<file path="src/rtl/ex_stage_if.sv">
// Bundle between the ID/EX register, the forwarding sources and the execute stage.
// Ports: ID/EX control and operands, the MEM and WB forward sources, and the EX/MEM
// and branch/busy results. The master modport drives inputs; the slave is ex_stage.
interface ex_stage_if;
    // ID/EX control
    logic        MR_in, MW_in, MemtoReg_in, regWE_in, aluSrc_in;
    logic        beq_in, bneq_in, bge_in, blt_in, jmp_in;
    logic [6:0]  opcode_in, func7_in;
    logic [2:0]  func3_in;
    logic [3:0]  alu_op_in;
    // ID/EX operands
    logic [31:0] pc_in, imm_in, rout1_in, rout2_in;
    logic [4:0]  rs1_in, rs2_in, rd_in;
    // forward sources
    logic        mem_fwd_we, wb_fwd_we;
    logic [4:0]  mem_fwd_rd, wb_fwd_rd;
    logic [31:0] mem_fwd_data, wb_fwd_data;
    // stage results
    logic        ex_busy, branch_taken;
    logic [31:0] branch_target;
    logic        MR_out, MW_out, MemtoReg_out, regWE_out;
    logic [31:0] alu_result_out, store_data_out;
    logic [4:0]  rd_out;

    modport master (
        output MR_in, MW_in, MemtoReg_in, regWE_in, aluSrc_in,
               beq_in, bneq_in, bge_in, blt_in, jmp_in,
               opcode_in, func7_in, func3_in, alu_op_in,
               pc_in, imm_in, rout1_in, rout2_in, rs1_in, rs2_in, rd_in,
               mem_fwd_we, mem_fwd_rd, mem_fwd_data, wb_fwd_we, wb_fwd_rd, wb_fwd_data,
        input  ex_busy, branch_taken, branch_target,
               MR_out, MW_out, MemtoReg_out, regWE_out,
               alu_result_out, store_data_out, rd_out
    );

    modport slave (
        input  MR_in, MW_in, MemtoReg_in, regWE_in, aluSrc_in,
               beq_in, bneq_in, bge_in, blt_in, jmp_in,
               opcode_in, func7_in, func3_in, alu_op_in,
               pc_in, imm_in, rout1_in, rout2_in, rs1_in, rs2_in, rd_in,
               mem_fwd_we, mem_fwd_rd, mem_fwd_data, wb_fwd_we, wb_fwd_rd, wb_fwd_data,
        output ex_busy, branch_taken, branch_target,
               MR_out, MW_out, MemtoReg_out, regWE_out,
               alu_result_out, store_data_out, rd_out
    );
endinterface

</file>
<file path="src/rtl/ex_stage.sv">
// RV32IM execute stage: forwarding, ALU, MUL/DIV, branch resolution, EX/MEM register.
// Latency: 1 edge for all ops; iterative divide takes 34 edges (EX_DIV_EN defined).
// Backpressure: ex_busy (combinational) holds upstream during a divide; EX/MEM gets bubbles.
// Ports: clk, rst (sync, active-high), bus (ex_stage_if.slave).
// Build option: define EX_DIV_EN for the 32-step restoring divider; otherwise divides return 0
// except the divisor-zero and signed-overflow cases.
module ex_stage (
    input  logic       clk,
    input  logic       rst,
    ex_stage_if.slave  bus
);
    localparam logic [6:0] OPC_JALR = 7'b1100111;

    logic [31:0] w_fwd_a, w_fwd_b, w_op_a, w_op_b;
    logic [31:0] w_alu, w_result, w_div_out, w_div_special_res;
    logic        w_busy, w_div_special, w_div_zero, w_div_ovf, w_is_div;
    logic signed [65:0] w_mul_a, w_mul_b, w_mul_p;
    logic        w_take;

    // Forwarding: MEM beats WB, and x0 is never forwarded.
    always_comb begin
        w_fwd_a = bus.rout1_in;
        if (bus.rs1_in != 5'd0 && bus.mem_fwd_we && bus.mem_fwd_rd == bus.rs1_in)
            w_fwd_a = bus.mem_fwd_data;
        else if (bus.rs1_in != 5'd0 && bus.wb_fwd_we && bus.wb_fwd_rd == bus.rs1_in)
            w_fwd_a = bus.wb_fwd_data;

        w_fwd_b = bus.rout2_in;
        if (bus.rs2_in != 5'd0 && bus.mem_fwd_we && bus.mem_fwd_rd == bus.rs2_in)
            w_fwd_b = bus.mem_fwd_data;
        else if (bus.rs2_in != 5'd0 && bus.wb_fwd_we && bus.wb_fwd_rd == bus.rs2_in)
            w_fwd_b = bus.wb_fwd_data;
    end

    assign w_op_a = w_fwd_a;
    assign w_op_b = bus.aluSrc_in ? bus.imm_in : w_fwd_b;

    // One signed 66-bit multiplier covers all four MUL variants: the operand is
    // sign-extended only where that variant treats it as signed (func3 0 is low half, any).
    assign w_mul_a = {{34{w_op_a[31] & (bus.func3_in[1:0] != 2'b11)}}, w_op_a};
    assign w_mul_b = {{34{w_op_b[31] & ~bus.func3_in[1]}}, w_op_b};
    assign w_mul_p = w_mul_a * w_mul_b;

    // Divide special cases finish in one cycle in every build.
    assign w_is_div   = (bus.alu_op_in == 4'd12) && bus.func3_in[2];
    assign w_div_zero = (w_op_b == 32'd0);
    assign w_div_ovf  = ~bus.func3_in[0] && (w_op_a == 32'h8000_0000) && (w_op_b == 32'hFFFF_FFFF);
    assign w_div_special = w_div_zero || w_div_ovf;
    always_comb begin
        if (w_div_zero)
            w_div_special_res = bus.func3_in[1] ? w_op_a : 32'hFFFF_FFFF;
        else
            w_div_special_res = bus.func3_in[1] ? 32'd0 : 32'h8000_0000;
    end

`ifdef EX_DIV_EN
    typedef enum logic [1:0] {S_IDLE, S_DIV, S_DONE} div_state_t;

    div_state_t  r_state;
    logic [4:0]  r_cnt;
    logic [31:0] r_quo, r_rem, r_dvs;
    logic        r_neg_q, r_neg_r, r_is_rem;
    logic        w_div_start, w_signed;
    logic [32:0] w_rem_sh, w_sub;
    logic [31:0] w_q_fix, w_r_fix;

    assign w_signed    = ~bus.func3_in[0];
    assign w_div_start = (r_state == S_IDLE) && w_is_div && !w_div_special;
    assign w_busy      = w_div_start || (r_state == S_DIV);

    // Restoring step: shift the next dividend bit into the partial remainder and
    // subtract the divisor; bit 32 of the difference set means it did not fit.
    assign w_rem_sh = {r_rem, r_quo[31]};
    assign w_sub    = w_rem_sh - {1'b0, r_dvs};

    assign w_q_fix   = r_neg_q ? (32'd0 - r_quo) : r_quo;
    assign w_r_fix   = r_neg_r ? (32'd0 - r_rem) : r_rem;
    // In DONE the latched result wins; ID/EX still shows the divide but is not re-evaluated.
    assign w_div_out = (r_state == S_DONE) ? (r_is_rem ? w_r_fix : w_q_fix) : w_div_special_res;

    always_ff @(posedge clk) begin
        if (rst) begin
            r_state  <= S_IDLE;
            r_cnt    <= 5'd0;
            r_quo    <= 32'd0;
            r_rem    <= 32'd0;
            r_dvs    <= 32'd0;
            r_neg_q  <= 1'b0;
            r_neg_r  <= 1'b0;
            r_is_rem <= 1'b0;
        end else begin
            case (r_state)
                S_IDLE: begin
                    if (w_div_start) begin
                        r_quo    <= (w_signed && w_op_a[31]) ? (32'd0 - w_op_a) : w_op_a;
                        r_dvs    <= (w_signed && w_op_b[31]) ? (32'd0 - w_op_b) : w_op_b;
                        r_rem    <= 32'd0;
                        r_neg_q  <= w_signed && (w_op_a[31] ^ w_op_b[31]);
                        r_neg_r  <= w_signed && w_op_a[31];
                        r_is_rem <= bus.func3_in[1];
                        r_cnt    <= 5'd0;
                        r_state  <= S_DIV;
                    end
                end
                S_DIV: begin
                    if (!w_sub[32]) begin
                        r_rem <= w_sub[31:0];
                        r_quo <= {r_quo[30:0], 1'b1};
                    end else begin
                        r_rem <= w_rem_sh[31:0];
                        r_quo <= {r_quo[30:0], 1'b0};
                    end
                    r_cnt <= r_cnt + 5'd1;
                    if (r_cnt == 5'd31)
                        r_state <= S_DONE;
                end
                S_DONE:  r_state <= S_IDLE;
                default: r_state <= S_IDLE;
            endcase
        end
    end
`else
    assign w_busy    = 1'b0;
    assign w_div_out = w_div_special ? w_div_special_res : 32'd0;
`endif

    always_comb begin
        w_alu = 32'd0;
        case (bus.alu_op_in)
            4'd0:  w_alu = w_op_a + w_op_b;
            4'd1:  w_alu = w_op_a - w_op_b;
            4'd2:  w_alu = w_op_a << w_op_b[4:0];
            4'd3:  w_alu = {31'd0, $signed(w_op_a) < $signed(w_op_b)};
            4'd4:  w_alu = {31'd0, w_op_a < w_op_b};
            4'd5:  w_alu = w_op_a ^ w_op_b;
            4'd6:  w_alu = w_op_a >> w_op_b[4:0];
            4'd7:  w_alu = $signed(w_op_a) >>> w_op_b[4:0];
            4'd8:  w_alu = w_op_a | w_op_b;
            4'd9:  w_alu = w_op_a & w_op_b;
            4'd10: w_alu = w_op_b;
            4'd11: w_alu = bus.pc_in + w_op_b;
            4'd12: begin
                if (bus.func3_in[2])
                    w_alu = w_div_out;
                else if (bus.func3_in[1:0] == 2'b00)
                    w_alu = w_mul_p[31:0];
                else
                    w_alu = w_mul_p[63:32];
            end
            default: w_alu = 32'd0;
        endcase
    end

    assign w_result = bus.jmp_in ? (bus.pc_in + 32'd4) : w_alu;

    // Branches compare forwarded registers, never the immediate.
    assign w_take = bus.jmp_in
                  | (bus.beq_in  & (w_fwd_a == w_fwd_b))
                  | (bus.bneq_in & (w_fwd_a != w_fwd_b))
                  | (bus.bge_in  & ($signed(w_fwd_a) >= $signed(w_fwd_b)))
                  | (bus.blt_in  & ($signed(w_fwd_a) <  $signed(w_fwd_b)));

    assign bus.ex_busy       = w_busy;
    assign bus.branch_taken  = w_take & ~w_busy;
    assign bus.branch_target = w_busy ? 32'd0 :
                               (bus.opcode_in == OPC_JALR) ? ((w_fwd_a + bus.imm_in) & ~32'd1)
                                                           : (bus.pc_in + bus.imm_in);

    always_ff @(posedge clk) begin
        if (rst || w_busy) begin
            bus.MR_out         <= 1'b0;
            bus.MW_out         <= 1'b0;
            bus.MemtoReg_out   <= 1'b0;
            bus.regWE_out      <= 1'b0;
            bus.alu_result_out <= 32'd0;
            bus.store_data_out <= 32'd0;
            bus.rd_out         <= 5'd0;
        end else begin
            bus.MR_out         <= bus.MR_in;
            bus.MW_out         <= bus.MW_in;
            bus.MemtoReg_out   <= bus.MemtoReg_in;
            bus.regWE_out      <= bus.regWE_in;
            bus.alu_result_out <= w_result;
            bus.store_data_out <= w_fwd_b;
            bus.rd_out         <= bus.rd_in;
        end
    end

    logic w_unused_bits;
    assign w_unused_bits = ^{bus.func7_in, w_mul_p[65:64]};
endmodule
</file>
<file path="src/flat_wrapper.sv">
// flat-port wrapper written by rule: the top's interface ports become plain ports
module ex_stage_flat 
  (clk, rst, bus_MR_in, bus_MW_in, bus_MemtoReg_in, bus_regWE_in, bus_aluSrc_in, bus_beq_in, bus_bneq_in, bus_bge_in, bus_blt_in, bus_jmp_in, bus_opcode_in, bus_func7_in, bus_func3_in, bus_alu_op_in, bus_pc_in, bus_imm_in, bus_rout1_in, bus_rout2_in, bus_rs1_in, bus_rs2_in, bus_rd_in, bus_mem_fwd_we, bus_mem_fwd_rd, bus_mem_fwd_data, bus_wb_fwd_we, bus_wb_fwd_rd, bus_wb_fwd_data, bus_ex_busy, bus_branch_taken, bus_branch_target, bus_MR_out, bus_MW_out, bus_MemtoReg_out, bus_regWE_out, bus_alu_result_out, bus_store_data_out, bus_rd_out);
  ex_stage_if bus_i ();
  input  logic clk;
  input  logic rst;
  input wire logic [$bits(bus_i.MR_in)-1:0] bus_MR_in;
  input wire logic [$bits(bus_i.MW_in)-1:0] bus_MW_in;
  input wire logic [$bits(bus_i.MemtoReg_in)-1:0] bus_MemtoReg_in;
  input wire logic [$bits(bus_i.regWE_in)-1:0] bus_regWE_in;
  input wire logic [$bits(bus_i.aluSrc_in)-1:0] bus_aluSrc_in;
  input wire logic [$bits(bus_i.beq_in)-1:0] bus_beq_in;
  input wire logic [$bits(bus_i.bneq_in)-1:0] bus_bneq_in;
  input wire logic [$bits(bus_i.bge_in)-1:0] bus_bge_in;
  input wire logic [$bits(bus_i.blt_in)-1:0] bus_blt_in;
  input wire logic [$bits(bus_i.jmp_in)-1:0] bus_jmp_in;
  input wire logic [$bits(bus_i.opcode_in)-1:0] bus_opcode_in;
  input wire logic [$bits(bus_i.func7_in)-1:0] bus_func7_in;
  input wire logic [$bits(bus_i.func3_in)-1:0] bus_func3_in;
  input wire logic [$bits(bus_i.alu_op_in)-1:0] bus_alu_op_in;
  input wire logic [$bits(bus_i.pc_in)-1:0] bus_pc_in;
  input wire logic [$bits(bus_i.imm_in)-1:0] bus_imm_in;
  input wire logic [$bits(bus_i.rout1_in)-1:0] bus_rout1_in;
  input wire logic [$bits(bus_i.rout2_in)-1:0] bus_rout2_in;
  input wire logic [$bits(bus_i.rs1_in)-1:0] bus_rs1_in;
  input wire logic [$bits(bus_i.rs2_in)-1:0] bus_rs2_in;
  input wire logic [$bits(bus_i.rd_in)-1:0] bus_rd_in;
  input wire logic [$bits(bus_i.mem_fwd_we)-1:0] bus_mem_fwd_we;
  input wire logic [$bits(bus_i.mem_fwd_rd)-1:0] bus_mem_fwd_rd;
  input wire logic [$bits(bus_i.mem_fwd_data)-1:0] bus_mem_fwd_data;
  input wire logic [$bits(bus_i.wb_fwd_we)-1:0] bus_wb_fwd_we;
  input wire logic [$bits(bus_i.wb_fwd_rd)-1:0] bus_wb_fwd_rd;
  input wire logic [$bits(bus_i.wb_fwd_data)-1:0] bus_wb_fwd_data;
  output wire logic [$bits(bus_i.ex_busy)-1:0] bus_ex_busy;
  output wire logic [$bits(bus_i.branch_taken)-1:0] bus_branch_taken;
  output wire logic [$bits(bus_i.branch_target)-1:0] bus_branch_target;
  output wire logic [$bits(bus_i.MR_out)-1:0] bus_MR_out;
  output wire logic [$bits(bus_i.MW_out)-1:0] bus_MW_out;
  output wire logic [$bits(bus_i.MemtoReg_out)-1:0] bus_MemtoReg_out;
  output wire logic [$bits(bus_i.regWE_out)-1:0] bus_regWE_out;
  output wire logic [$bits(bus_i.alu_result_out)-1:0] bus_alu_result_out;
  output wire logic [$bits(bus_i.store_data_out)-1:0] bus_store_data_out;
  output wire logic [$bits(bus_i.rd_out)-1:0] bus_rd_out;
  assign bus_i.MR_in = bus_MR_in;
  assign bus_i.MW_in = bus_MW_in;
  assign bus_i.MemtoReg_in = bus_MemtoReg_in;
  assign bus_i.regWE_in = bus_regWE_in;
  assign bus_i.aluSrc_in = bus_aluSrc_in;
  assign bus_i.beq_in = bus_beq_in;
  assign bus_i.bneq_in = bus_bneq_in;
  assign bus_i.bge_in = bus_bge_in;
  assign bus_i.blt_in = bus_blt_in;
  assign bus_i.jmp_in = bus_jmp_in;
  assign bus_i.opcode_in = bus_opcode_in;
  assign bus_i.func7_in = bus_func7_in;
  assign bus_i.func3_in = bus_func3_in;
  assign bus_i.alu_op_in = bus_alu_op_in;
  assign bus_i.pc_in = bus_pc_in;
  assign bus_i.imm_in = bus_imm_in;
  assign bus_i.rout1_in = bus_rout1_in;
  assign bus_i.rout2_in = bus_rout2_in;
  assign bus_i.rs1_in = bus_rs1_in;
  assign bus_i.rs2_in = bus_rs2_in;
  assign bus_i.rd_in = bus_rd_in;
  assign bus_i.mem_fwd_we = bus_mem_fwd_we;
  assign bus_i.mem_fwd_rd = bus_mem_fwd_rd;
  assign bus_i.mem_fwd_data = bus_mem_fwd_data;
  assign bus_i.wb_fwd_we = bus_wb_fwd_we;
  assign bus_i.wb_fwd_rd = bus_wb_fwd_rd;
  assign bus_i.wb_fwd_data = bus_wb_fwd_data;
  assign bus_ex_busy = bus_i.ex_busy;
  assign bus_branch_taken = bus_i.branch_taken;
  assign bus_branch_target = bus_i.branch_target;
  assign bus_MR_out = bus_i.MR_out;
  assign bus_MW_out = bus_i.MW_out;
  assign bus_MemtoReg_out = bus_i.MemtoReg_out;
  assign bus_regWE_out = bus_i.regWE_out;
  assign bus_alu_result_out = bus_i.alu_result_out;
  assign bus_store_data_out = bus_i.store_data_out;
  assign bus_rd_out = bus_i.rd_out;
  ex_stage u_core (.clk(clk), .rst(rst), .bus(bus_i));
endmodule
</file>
<file path="config.mk">
export PLATFORM = sky130hd
export DESIGN_NAME = ex_stage_flat
export DESIGN_NICKNAME = d
export VERILOG_FILES = /design/src/rtl/ex_stage_if.sv /design/src/rtl/ex_stage.sv /design/src/flat_wrapper.sv
export SDC_FILE = /design/constraint.sdc
export NUM_CORES = 2
export LEC_CHECK = 0
export ABC_AREA = 0
export BUFFER_PORTS_ARGS = -buffer_cell sky130_fd_sc_hd__buf_2
export CAP_MARGIN = 40
export CORE_ASPECT_RATIO = 1.75
export CORE_MARGIN = 2
export CORE_UTILIZATION = 49
export CTS_CLUSTER_DIAMETER = 120
export CTS_CLUSTER_SIZE = 24
export DETAILED_ROUTE_END_ITERATION = 6
export GPL_TIMING_DRIVEN = 0
export PLACE_DENSITY_LB_ADDON = 0.3
export SLEW_MARGIN = 20
export SYNTH_ARGS = -nofsm -noshare
export SYNTH_HDL_FRONTEND = slang
export SYNTH_SLANG_ARGS = --single-unit
export TNS_END_PERCENT = 10
</file>
<file path="constraint.sdc">
create_clock -name clk -period 22 [get_ports clk]
set_input_delay 3.3 -clock clk [delete_from_list [all_inputs] [get_ports clk]]
set_output_delay 3.3 -clock clk [all_outputs]
set_load 0.03 [all_outputs]
</file>
==> impl_results.md, run 1 <==
- Postcts setup bufs: 0
- Dpl hpwl: 322 mm
- # hold bufs at CTS: 0
- Post-cts resize count: 0
- Top Ports: 359
- Post-synthesis xor/xnor area fraction: 3.44%
- Horiz. Die Dim: 260 µm
- Post-Synth Simple-Gate Area: 16.2%
- Initial Util: 49.4%
- Syn nets: 8780
- Grt total ovfl: 3060
- # H-tree levels: 3
- Exit stage: global routing
- Placed cell area: 62400 µm²
- Mapped Cells: 6965
- Synth Warn #: 0
- Vias in the first global route: 77700
- Synth async-reset ratio: 0%
- Root buf cell: clkbuf_16
- Dpl ws: 3.96 ns
- Top_reg_cell synth: dfxtp_1
- Error msg: [ERROR GRT-0116] Global routing finished with congestion. Check the congestion regions in the DRC Viewer.
- CTS buffer count: 9
- Port Buffers: 348
- DIE HEIGHT: 452 µm
- Post-synthesis register bit count: 73
- Main combinational cell family by area after synthesis: adder cells
- Yosys cell types: 100
- Status: aborted with a tool error
- RePlAce Congestion: 1.29
- Number of flops mapped to enable cells by yosys: 0
- # rows: 164
- Global-route wire length before repair: 695 mm
- Adder-cell area share of the yosys netlist: 49.8%
- Synth Area in Compound Gates: 14.9%
- Sequential fraction of the synthesis area: 2.60%
- Max clock buf depth: 2
- Post-synthesis mux area share: 1.98%
- Largest net degree at the start of global routing: 25
- Mapped cell area: 56300 µm²
- Clk sinks: 73
- GRT Overall Usage: 80.8%
- Synthesized area per cell: 8.09 µm²
per-stage QoR:
stage / util (%) / hold WS (ns) / cells
3_5_place_dp: 54.7 / 3.52 / 8984
4_1_cts: 54.9 / 3.15 / 9000
3_3_place_gp: 52.5 / 3.51 / 8807
2_1_floorplan: - / 3.43 / 6965
metal layers:
layer	track usage [%]	GRT overflow
met1	78.0	38
met2	101	1963
met3	62.6	87
met4	84.9	966
met5	29.7	6
synth_stat cells (47+ instances only):
| library cell | count | share of area (%) |
|---|---|---|
| nand2_1 | 903 | 6.0 |
| a31oi_1 | 64 | 0.71 |
| nand3_1 | 66 | 0.59 |
| o21a_1 | 49 | 0.65 |
| nor3_1 | 126 | 1.1 |
| inv_1 | 1197 | 8.0 |
| nand4_1 | 102 | 1.1 |
| a21o_1 | 114 | 1.5 |
| ha_1 | 434 | 9.6 |
| o31ai_1 | 69 | 0.92 |
| buf_1 | 61 | 0.41 |
| mux2i_1 | 86 | 1.5 |
| fa_1 | 1129 | 40 |
| xnor2_1 | 150 | 2.3 |
| o211ai_1 | 47 | 0.63 |
| dfxtp_1 | 73 | 2.6 |
| xor2_1 | 71 | 1.1 |
| clkbuf_1 | 288 | 1.9 |
| a21oi_1 | 322 | 2.9 |
| o21ai_0 | 234 | 2.1 |
| nor2_1 | 684 | 4.6 |
cell families after synthesis:
group / count (synthesis)
buffers and inverters: 1621
adders and majority gates: 1563
DFF: 73
other: 1
muxes: 104
and+or+nand+nor: 2116
xor gates and xnor gates: 221
AOI/OAI and AO/OA: 1266
==> inputs of run 2 (changes only) <==
--- a/config.mk
+++ b/config.mk
@@ -8,14 +8,11 @@
 export ABC_AREA = 0
 export BUFFER_PORTS_ARGS = -buffer_cell sky130_fd_sc_hd__buf_2
 export CAP_MARGIN = 40
-export CORE_ASPECT_RATIO = 1.75
 export CORE_MARGIN = 2
-export CORE_UTILIZATION = 49
-export CTS_CLUSTER_DIAMETER = 120
-export CTS_CLUSTER_SIZE = 24
+export CORE_UTILIZATION = 34
 export DETAILED_ROUTE_END_ITERATION = 6
 export GPL_TIMING_DRIVEN = 0
-export PLACE_DENSITY_LB_ADDON = 0.3
+export PLACE_DENSITY_LB_ADDON = 0.15
 export SLEW_MARGIN = 20
 export SYNTH_ARGS = -nofsm -noshare
 export SYNTH_HDL_FRONTEND = slang
==> impl_results.md, run 2 <==
- Status: complete, no violations (was aborted with a tool error)
- Commonest cells post-synth: 1197 x inv_1, 1129 x fa_1, 903 x nand2_1 (unchanged)
- Initial antenna violation count: 38
- Max-Cap Viols: 0
- Port Buffers: 348 (unchanged)
- Pins Over Slew Limit: 0
- Root buf cell: clkbuf_16 (unchanged)
- Actual slew at the worst max-slew pin: 1.14 ns
- Vias in the first global route: 58800
- Initial DRC count: 7698
- Drt pass-1 iters: 7
- Synth async-reset ratio: 0% (unchanged)
- Mean routed wirelength per cell: 37.8 µm
- Largest cells by area after synthesis: fa_1 40%, ha_1 9.6%, inv_1 8.0% (unchanged)
- Top cell type's share of synthesized area: 40.1% (unchanged)
- Share of cells above drive strength 1: 11.2%
- Layout Area Growth over Synthesis: 14.0%
- CTS clk-pin slew, worst paths: 0.07 ns
- Synthesized area per cell: 8.09 µm² (unchanged)
- CP arrival: 17.83 ns
- Hold Path Class: in -> reg
- Hold Path Origin: bus_rd_in[2]
- Max Freq: 56.8 MHz
- Mapped Cells: 6965 (unchanged)
- Largest registers: u_core.bus.alu_result_out x32, u_core.bus.store_data_out x32, u_core.bus.rd_out x5
- CTS buffer count: 9 (unchanged)
- WL met2: 151 mm
- # H-tree levels: 3 (unchanged)
- Initial Util: 34.2% (was 49.4%)
- Dominant cell type by area after synthesis: fa_1 (unchanged)
- Number of flops mapped to enable cells by yosys: 0 (unchanged)
- CP Max Fanout: 10
- Setup TNS: 0 ns
- Core area: 165000 µm²
- Most frequent cells in the layout: 1197 x inv_1, 1128 x fa_1, 903 x nand2_1
- Wl on met1: 140 mm
- Die area: 169000 µm²
- Critical Path RT: 22.21 ns
- # hold bufs at CTS: 0 (unchanged)
- Post-synthesis register bit count: 73 (unchanged)
- Final setup fails: 0
- Hold Fails Final Rpt: 0
- Synth Warn #: 0 (unchanged)
- Grt total ovfl: 0
- Relative slew slack: 23.7%
- Top_reg_cell synth: dfxtp_1 (unchanged)
- Fin crit period: 17.62 ns
- Commonest non-fill, non-tap cell in the layout: inv_1
- Routed vias: 58700
- Routed wire length: 369 mm
- Post-cts resize count: 0 (unchanged)
- Yosys cell types: 100 (unchanged)
- Met3 WL: 43.4 mm
- Critical path launch point type: input pin
- Post-route ant nets: 0
- DIE HEIGHT: 411 µm (was 452 µm)
- Dpl hpwl: 315 mm (was 322 mm)
- GRT Overall Usage: 43.3%
- Fin crit share: 80.1%
- Mapped cell area: 56300 µm² (unchanged)
- Clk sinks: 73 (unchanged)
- Largest net degree at the start of global routing: 21
- RePlAce Congestion: 1.16 (was 1.29)
- Global-route wire length before repair: 497 mm
- CP peak stage delay: 0.82 ns
- Setup CP Type: in -> reg
- Vias per cell: 6.03
- Top Ports: 359 (unchanged)
- Top layer reached by signal wires: met5
- Max clock buf depth: 2 (unchanged)
- Endpoint class of the critical path: flop
- Worst path most repeated cell: fa_1
- CP max stage cell: a221oi_1
- Crit path from: bus_rs2_in[1]
- RSZ-0062 raised after global routing: no
- Postcts setup bufs: 0 (unchanged)
- Drt drc: 0
- Horiz. Die Dim: 411 µm (was 260 µm)
- CTS tree: done
- Sequential fraction of the synthesis area: 2.60% (unchanged)
- Most common cell in the netlist: inv_1 (unchanged)
- # rows: 149 (was 164)
- Syn nets: 8780 (unchanged)
- Final nets: 9347
## run 2: cell counts after synthesis
No cell type changed its count.
## run 2: cell type report
cell class	count	area, µm²
antenna	18	45.0
timing repair buffer	556	4320
fill	17500	101000
tap	2189	2740
clock inverter	6	95.1
clock buffer	10	239
buffer	404	1750
sequential	73	1460
multi-input combinational	5271	49000
inverter	1217	4570
## run 2: cells by family (layout without fill, tap and decap cells)
group	after synthesis	count (layout)	share of synthesized area, %
fa+ha+maj	1563	1563	49.8
other cells	1	19	0.00666
compound gates	1266	1266	14.9
mux	104	104	1.98
buf+inv	1621	2193	11.1
flops	73	73	2.60
simple gates	2116	2116	16.2
xor+xnor	221	221	3.44
## run 2: critical path, delay by kind of cell
kind | cells | cell delay [ns]
and+or+nand+nor | 3 | 1.14
buffers and inverters | 17 | 4.22
xor gates and xnor gates | 1 | 0.17
AOI/OAI and AO/OA | 13 | 4.70
adders and majority gates | 9 | 4.26
## run 2: final timing paths
kind,to,slack (ns),depth (start not counted)
hold / removal,u_core.bus.rd_out[2],3.10,2
setup / recovery,u_core.bus.alu_result_out[23],4.38,43
## run 2: through the flow
step	utilization, %	instances	setup WS [ns]	hold WS, ns	instance area [µm²]
6_report	39.0	9744	4.38	3.10	64200
5_1_grt	38.9	9731	4.13	3.11	64200
4_1_cts	38.8	9702	4.61	3.09	63900
3_5_place_dp	38.6	9686	4.21	3.52	63600
3_3_place_gp	36.9	9502	0.781	3.51	60800
2_1_floorplan	-	6965	8.05	3.43	56300
## run 2: layer usage
metal,track usage (%),vias up
li1,-,23600
met1,54.2,29800
met2,62.4,4191
met3,13.9,1159
met4,31.9,24
met5,0,-
Power of run 2 is left out: the tool's default activity adds up to more than one toggle a clock period on the data nets, which glitch-free logic cannot reach.
